[src/rtl/multdiv_unit_pkg.sv]
// Shared definitions for the sequential multiply/divide unit.
package multdiv_unit_pkg;

    localparam int unsigned ITERS   = 32;
    localparam logic [31:0] INT_MIN = 32'h8000_0000;

    typedef enum logic [1:0] {
        IDLE = 2'd0,
        MUL  = 2'd1,
        DIV  = 2'd2,
        DONE = 2'd3
    } state_e;

endpackage

[src/rtl/multdiv_unit_iter_counter.sv]
// Iteration counter: sync clear, count enable, terminal count at ITERS-1.
module iter_counter #(
    parameter int unsigned ITERS = 32
) (
    input  logic clk,
    input  logic rst,
    input  logic clr,
    input  logic en,
    output logic tc
);

    logic [5:0] count_q;
    logic [5:0] count_d;

    always_comb begin
        count_d = count_q;
        if (clr) begin
            count_d = '0;
        end else if (en) begin
            count_d = count_q + 6'd1;
        end
    end

    always_ff @(posedge clk or posedge rst) begin
        if (rst) begin
            count_q <= '0;
        end else begin
            count_q <= count_d;
        end
    end

    assign tc = (count_q == 6'(ITERS - 1));

endmodule

[src/rtl/multdiv_unit.sv]
// Sequential signed multiplier (shift-and-add) / divider (restoring), one bit per cycle.
module multdiv_unit #(
    parameter int unsigned WIDTH = 32,
    parameter int unsigned ITERS = multdiv_unit_pkg::ITERS
) (
    input  logic             clock,
    input  logic             reset,
    input  logic             ctrl_MULT,
    input  logic             ctrl_DIV,
    input  logic [WIDTH-1:0] data_operandA,
    input  logic [WIDTH-1:0] data_operandB,
    output logic [WIDTH-1:0] data_result,
    output logic             data_exception,
    output logic             data_resultRDY
);

    import multdiv_unit_pkg::*;

    state_e           state_q, state_d;
    logic [WIDTH-1:0] hi_q, hi_d;
    logic [WIDTH-1:0] lo_q, lo_d;
    logic [WIDTH-1:0] b_q, b_d;
    logic             op_mul_q, op_mul_d;
    logic             neg_q, neg_d;
    logic             dz_q, dz_d;
    logic             ovf_q, ovf_d;
    logic [WIDTH-1:0] result_q, result_d;
    logic             exc_q, exc_d;
    logic             rdy_q, rdy_d;

    logic               start, busy, tc;
    logic [WIDTH-1:0]   a_mag, b_mag;
    logic [WIDTH:0]     mul_sum;
    logic [WIDTH:0]     rem_shift;
    logic [WIDTH-1:0]   rem_sub;
    logic               rem_ge;
    logic [2*WIDTH-1:0] prod_s;
    logic [WIDTH-1:0]   quot_s;

    assign start = ctrl_MULT | ctrl_DIV;
    assign busy  = (state_q == MUL) || (state_q == DIV);

    iter_counter #(
        .ITERS(ITERS)
    ) u_iter_counter (
        .clk(clock),
        .rst(reset),
        .clr(start),
        .en (busy),
        .tc (tc)
    );

    // Both operations run on magnitudes; the sign is re-applied when the result is registered.
    always_comb begin
        a_mag     = data_operandA[WIDTH-1] ? -data_operandA : data_operandA;
        b_mag     = data_operandB[WIDTH-1] ? -data_operandB : data_operandB;
        mul_sum   = {1'b0, hi_q} + (lo_q[0] ? {1'b0, b_q} : '0);
        rem_shift = {hi_q, lo_q[WIDTH-1]};
        rem_ge    = (rem_shift >= {1'b0, b_q});
        rem_sub   = rem_shift[WIDTH-1:0] - b_q;
        prod_s    = neg_q ? -{hi_q, lo_q} : {hi_q, lo_q};
        quot_s    = neg_q ? -lo_q : lo_q;
    end

    always_comb begin
        state_d  = state_q;
        hi_d     = hi_q;
        lo_d     = lo_q;
        b_d      = b_q;
        op_mul_d = op_mul_q;
        neg_d    = neg_q;
        dz_d     = dz_q;
        ovf_d    = ovf_q;
        result_d = result_q;
        exc_d    = exc_q;
        rdy_d    = 1'b0;

        if (start) begin
            state_d  = ctrl_MULT ? MUL : DIV;
            op_mul_d = ctrl_MULT;
            hi_d     = '0;
            lo_d     = a_mag;
            b_d      = b_mag;
            neg_d    = data_operandA[WIDTH-1] ^ data_operandB[WIDTH-1];
            dz_d     = (data_operandB == '0);
            ovf_d    = (data_operandA == INT_MIN) && (data_operandB == '1);
        end else begin
            case (state_q)
                MUL: begin
                    // {carry, hi, lo} shifts right; multiplier bits leave lo as product bits enter.
                    hi_d = mul_sum[WIDTH:1];
                    lo_d = {mul_sum[0], lo_q[WIDTH-1:1]};
                    if (tc) begin
                        state_d = DONE;
                    end
                end
                DIV: begin
                    hi_d = rem_ge ? rem_sub : rem_shift[WIDTH-1:0];
                    lo_d = {lo_q[WIDTH-2:0], rem_ge};
                    if (tc) begin
                        state_d = DONE;
                    end
                end
                DONE: begin
                    state_d = IDLE;
                    rdy_d   = 1'b1;
                    if (op_mul_q) begin
                        result_d = prod_s[WIDTH-1:0];
                        exc_d    = (prod_s[2*WIDTH-1:WIDTH] != {WIDTH{prod_s[WIDTH-1]}});
                    end else if (dz_q) begin
                        result_d = '0;
                        exc_d    = 1'b1;
                    end else begin
                        result_d = quot_s;
                        exc_d    = ovf_q;
                    end
                end
                default: ;
            endcase
        end
    end

    always_ff @(posedge clock or posedge reset) begin
        if (reset) begin
            state_q  <= IDLE;
            hi_q     <= '0;
            lo_q     <= '0;
            b_q      <= '0;
            op_mul_q <= 1'b0;
            neg_q    <= 1'b0;
            dz_q     <= 1'b0;
            ovf_q    <= 1'b0;
            result_q <= '0;
            exc_q    <= 1'b0;
            rdy_q    <= 1'b0;
        end else begin
            state_q  <= state_d;
            hi_q     <= hi_d;
            lo_q     <= lo_d;
            b_q      <= b_d;
            op_mul_q <= op_mul_d;
            neg_q    <= neg_d;
            dz_q     <= dz_d;
            ovf_q    <= ovf_d;
            result_q <= result_d;
            exc_q    <= exc_d;
            rdy_q    <= rdy_d;
        end
    end

    assign data_result    = result_q;
    assign data_exception = exc_q;
    assign data_resultRDY = rdy_q;

endmodule

[config.mk]
export PLATFORM = sky130hd
export DESIGN_NAME = multdiv_unit
export DESIGN_NICKNAME = d
export VERILOG_FILES = /design/src/rtl/multdiv_unit_pkg.sv /design/src/rtl/multdiv_unit_iter_counter.sv /design/src/rtl/multdiv_unit.sv
export SDC_FILE = /design/constraint.sdc
export NUM_CORES = 1
export LEC_CHECK = 0
export ABC_AREA = 1
export CAP_MARGIN = 20
export CORE_MARGIN = 8
export CORE_UTILIZATION = 28
export CTS_BUF_LIST = sky130_fd_sc_hd__clkbuf_8 sky130_fd_sc_hd__clkbuf_16
export CTS_CLUSTER_DIAMETER = 30
export CTS_CLUSTER_SIZE = 24
export DETAILED_ROUTE_END_ITERATION = 6
export SKIP_LAST_GASP = 1
export SYNTH_ARGS = -nofsm -noshare
export SYNTH_HDL_FRONTEND = slang
export SYNTH_SLANG_ARGS = --single-unit
[constraint.sdc]
create_clock -name clock -period 6.7 [get_ports clock]
set_clock_uncertainty 0.1 [all_clocks]
set_input_delay 1.34 -clock clock [delete_from_list [all_inputs] [get_ports clock]]
set_output_delay 1.34 -clock clock [all_outputs]
set_load 0.05 [all_outputs]
==> results of run 1 <==
-- worst max path at each step --
stage / slack [ns] / to / cells after the start
2_1_floorplan: 1.45 / b_q[0] / 1
3_3_place_gp: 2.32 / data_result[24] / 11
3_5_place_dp: 2.28 / data_result[10] / 11
4_1_cts: 2.77 / data_result[10] / 11
5_1_grt: 2.32 / data_result[10] / 11
6_report: 2.74 / data_result[10] / 11
-- area by class of cell --
type	count	area, um2
clock buffer	17	425
clock inverter	15	193
fill	5942	35300
inverter	338	1280
multi-input combinational	1921	9660
sequential	142	3550
tap	688	861
timing repair buffer	114	1110
-- layout by cell type, fill, tap and decap left out, types with 6 or more instances in the layout --
cell,n
a32o_1,7
inv_2,8
o211ai_1,8
clkdlybuf4s50_1,101
dfrtp_1,141
xnor2_1,16
o21ai_0,226
a22oi_1,6
buf_4,13
o21bai_1,7
nand4_1,56
ha_1,71
a31oi_1,30
clkbuf_16,17
inv_1,324
nor2_1,319
nand3b_1,20
o21ai_1,14
a21oi_1,149
a21o_1,6
xor2_1,45
nor3_1,23
nand3_1,169
nand2_1,684
-- per-layer routing --
metal / GRT usage, % / share of wire, % / up-vias
met5: 0 / 0 / -
met4: 5.21 / 2.4 / 0
met3: 2.19 / 5.2 / 65
met2: 28.8 / 45 / 458
met1: 25.1 / 48 / 7316
li1: - / - / 8207
-- where the power goes --
group / switching, mW / total, mW / internal, mW
Combinational: 2.09 / 3.06 / 0.971
Clock: 0.462 / 1.03 / 0.569
Sequential: 0.336 / 1.41 / 1.08
Total: 2.89 / 5.51 / 2.62
-- flip-flops by register name, summed over array words and instances, names as in the netlist --
signal / cells
b_q: 32
data_result: 32
hi_q: 32
lo_q: 32
u_iter_counter.count_q: 6
state_q: 2
data_exception: 1
data_resultRDY: 1
dz_q: 1
neg_q: 1
op_mul_q: 1
ovf_q: 1
-- worst max-delay path: cells and delay by family --
kind            cells  cell delay (ns)
buf+inv             5             1.38
compound gates      3             1.07
simple gates        3             0.44
-- cell usage after synthesis (all sizes together), types with 8 or more instances --
master,number
o211ai,8
o21ai,242
nor3,29
xnor2,16
nand2,692
nand4,56
ha,72
nand3b,20
xor2,45
buf,14
a31oi,30
nand3,171
inv,335
nor2,328
dfrtp,142
clkbuf,55
a21oi,153
-- kinds of logic after synthesis --
group	count (synthesis)	synth area share (%)
AOI/OAI and AO/OA	478	17.8
xor gates and xnor gates	61	3.62
adders and majority gates	74	6.37
buffers and inverters	407	10.6
DFF	142	24.1
and+or+nand+nor	1308	37.5
-- per-stage QoR --
stage | hold WS (ns) | instance area [um2] | cells
2_1_floorplan | 0.353 | 14800 | 2470
3_3_place_gp | 0.368 | 16500 | 3203
3_5_place_dp | 0.375 | 16500 | 3203
4_1_cts | 0.391 | 17100 | 3235
5_1_grt | 0.413 | 17100 | 3235
6_report | 0.384 | 17100 | 3235
==> flow_summary.toml, run 1 <==
[drt]
drc = 0
vias = 16046
drt_iter0_markers = 1451
ant_nets = 0
drt_pass1_iterations = 6
wl_um = 54800
wl_per_cell_um = 17.0
vias_per_cell = 4.96

[yosys]
syn_avg_cell_area_um2 = 5.98
synthArstFlopShare_pct = 100
synth_cell_types = 52
yosys.area.top_type_share_pct = 24.1
yosysTopAreaCell = "dfrtp_1"
synth_cells = 2470
synth_seq_cells = 142
netlist_area_mm2 = 0.0148
synthFlopType = "dfrtp_1"
ys_seq_area_share_pct = 24.1
ys_warn_count = 0
synthesis.nets = 2612
synth-edff-count = 0
synth_area_leaders = "dfrtp_1, nand2_1, inv_1"

[outcome]
status = "completed"

[floorplan]
rows = 84
die_area_mm2 = 0.0603
num_io_pins = 102
die-width_um = 246
start_util_pct = 28.2
die_h_um = 246
coreArea_mm2 = 0.0523

[clock_network]
clockBufferDepth = 2
clock_latency_ns = 0.46
clk_pin_slew_ns = 0.07
cts_tree = "built"
cts.repair.resized = 0
cts_buffers = 17
root_buffer = "clkbuf_16"
post_cts_buffers = 0
clkSinkCount = 142
htreeDepth = 4
cts-hold-fix-buffers = 0

[final_layout]
fin_util_pct = 32.6
nets = 2676
insertedDiodeCount = 0
area_growth_pct = 15.7
drive_above_1_share_pct = 3.69

[grt]
grtUsageTotal_pct = 18.0
grt_pass1_wl_um = 86300
grt_max_degree = 95
antenna_found_initial = 0
grt_pass1_vias = 15085
grt-ovfl-total = 0

[timing]
rsz0062_at_grt = "false"
setup_slack_ns = 2.74
fmax_mhz = 252
setup_viol = 0
slew_viol_final = 0
relSlewSlack_pct = 34.7
fin_crit_ns = 3.96
worstMarginPinSlew_ns = 0.980
period_share_pct = 59.2
final-hold-violation-count = 0
tns_ns = 0

[place]
port_buffers = 101
routabilityCongestion = 0.950
place_ws_ns = 2.28
post-dp-hpwl_um = 45000

[hold_path]
hold_path_depth = 2
hold_end = "data_result[1]"
hp-start = "data_result[1]"
hold_path.class = "reg2reg"

[power]
power.total_mw = 5.51
power_density_mw_per_mm2 = 322
ir_worst_vdd_uv = 214
p_leak_nw = 8.26

[critical_path]
arrival_ns = 4.27
r2r_start = "hi_q[25]"
path_cells = "clkdlybuf4s50_1 -> nor2_4 -> inv_2 -> nor2_1 -> clkinv_1 -> buf_4 -> a21oi_2 -> inv_1 -> a21oi_1 -> o21ai_0 -> nand2_1"
cpPeakStageDelay_ns = 0.75
r2r-end = "hi_q[5]"
cp_slowest_cell = "a21oi_2"
cp-end-kind = "flip-flop"
worst_setup_path_start_kind = "input pin"
critPathKind = "in2reg"
ff2ff_path_depth = 11
reg2reg_slack_ns = 3.22
startpoint = "ctrl_MULT"
required_ns = 7.00
critical_path_peak_fanout = 35

[flow_run]
max_cap_violations = 0
(Power assumes the default switching activity.)
==> inputs of run 2 (changes only) <==
==> constraint.sdc (replaced) <==
create_clock -name clock -period 3.4 [get_ports clock]
set_clock_uncertainty 0.1 [all_clocks]
set_input_delay 0.68 -clock clock [delete_from_list [all_inputs] [get_ports clock]]
set_output_delay 0.68 -clock clock [all_outputs]
set_load 0.05 [all_outputs]
==> flow_summary.toml, run 2 (synthesized netlist as in run 1, its figures left out) <==
[critical_path]
required_ns = 3.64
ff2ff_path_depth = 14
startpoint = "hi_q[19]"
critPathKind = "reg2reg"
crit_path_end = "hi_q[19]"
arrival_ns = 3.34
r2r_start = "hi_q[19]"
worst_setup_path_start_kind = "flip-flop"
r2r-end = "hi_q[19]"
cp-end-kind = "flip-flop"
reg2reg_slack_ns = 0.31
critical_path_peak_fanout = 18

[clock_network]
clock_latency_ns = 0.46
clkSinkCount = 142
post_cts_buffers = 0
cts_tree = "built"
root_buffer = "clkbuf_16"
cts-hold-fix-buffers = 0
cts.repair.resized = 0
htreeDepth = 4
clockBufferDepth = 2
cts_buffers = 17
clk_pin_slew_ns = 0.07

[timing]
relSlewSlack_pct = 48.0
worstMarginPinSlew_ns = 0.780
setup_viol = 0
rsz0062_at_grt = "false"
final-hold-violation-count = 0
fin_crit_ns = 3.09
slew_viol_final = 0
tns_ns = 0
period_share_pct = 91.0
fmax_mhz = 323

[floorplan]
rows = 84
die_h_um = 246
die_area_mm2 = 0.0603
num_io_pins = 102
start_util_pct = 28.2
die-width_um = 246
coreArea_mm2 = 0.0523

[grt]
grt-ovfl-total = 0
grt_pass1_wl_um = 89900
antenna_found_initial = 1
grtUsageTotal_pct = 18.9
grt_max_degree = 82
grt_pass1_vias = 15550

[final_layout]
final_cells = 3280
final_common_cell = "nand2_1"
nets = 2721
insertedDiodeCount = 0
area_growth_pct = 18.6
drive_above_1_share_pct = 5.44
final_cell_mix = "nand2_1, inv_1, nor2_1"
layout.cell_area.non_filler_mm2 = 0.0175

[place]
dp_cells = 3248
placed_area_mm2 = 0.0169
routabilityCongestion = 0.992
post-dp-hpwl_um = 47600
port_buffers = 101

[flow_run]
max_cap_violations = 0

[power]
p_leak_nw = 8.52
ir_worst_vdd_uv = 353
power_density_mw_per_mm2 = 636

[drt]
drc = 0
ant_nets = 0
drt_pass1_iterations = 6
wl_um = 58100
vias = 16488
vias_per_cell = 5.03
drt_iter0_markers = 1469
wl_per_cell_um = 17.7

[hold_path]
hold_path.class = "reg2reg"

[outcome]
status = "completed"
run 2: final cells by class:
type | instances | area (um2)
clock buffer | 18 | 439
clock inverter | 14 | 166
fill | 5914 | 34800
inverter | 338 | 1280
multi-input combinational | 1921 | 9670
sequential | 142 | 3560
tap | 688 | 861
timing repair buffer | 159 | 1540
run 2: through the flow:
| stage | power (mW) | utilization [%] | worst slack [ns] | hold slack (ns) |
|---|---|---|---|---|
| after floorplan | 6.81 | - | 0.589 | 0.353 |
| after global placement | 9.08 | 32.3 | 0.0712 | 0.367 |
| after CTS | 11.1 | 33.4 | 0.250 | 0.391 |
| after global routing | 12.0 | 33.4 | 0.0528 | 0.406 |
| after detailed placement | 9.07 | 32.3 | 0.0948 | 0.374 |
| final | 11.1 | 33.4 | 0.307 | 0.385 |
run 2: per-layer routing:
metal,routed length [um],share of wire [%],track usage (%)
met2,26100,45,30.2
met1,26400,45,25.5
met3,3540,6.1,2.98
met5,16,0.028,0
met4,1980,3.4,7.02
run 2: how the worst min path moves through the flow:
stage	start	endpoint	depth (start not counted)	slack [ns]
floorplan	ovf_q	ovf_q	2	0.35
global placement	data_result[10]	data_result[10]	2	0.37
detailed placement	data_result[4]	data_result[4]	2	0.37
CTS	data_result[4]	data_result[4]	2	0.39
global route	u_iter_counter.count_q[3]	u_iter_counter.count_q[3]	1	0.41
finish	data_result[4]	data_result[4]	2	0.38
run 2: worst max-delay path, cell delays in order (launching register included):
cell,delay [ns]
dfrtp_1,0.50
ha_1,0.41
nand2_1,0.12
nor2_1,0.23
nand2_1,0.11
nor3_2,0.15
nand4_1,0.21
nand2_1,0.18
a21oi_2,0.13
nand2_8,0.18
inv_4,0.07
nor2_8,0.25
nand2_1,0.17
nand3b_1,0.12
nand2_1,0.06
run 2: where the power goes:
group | internal [mW] | switching [mW]
registers | 2.12 | 0.535
clock network | 1.08 | 0.935
logic | 2.10 | 4.36
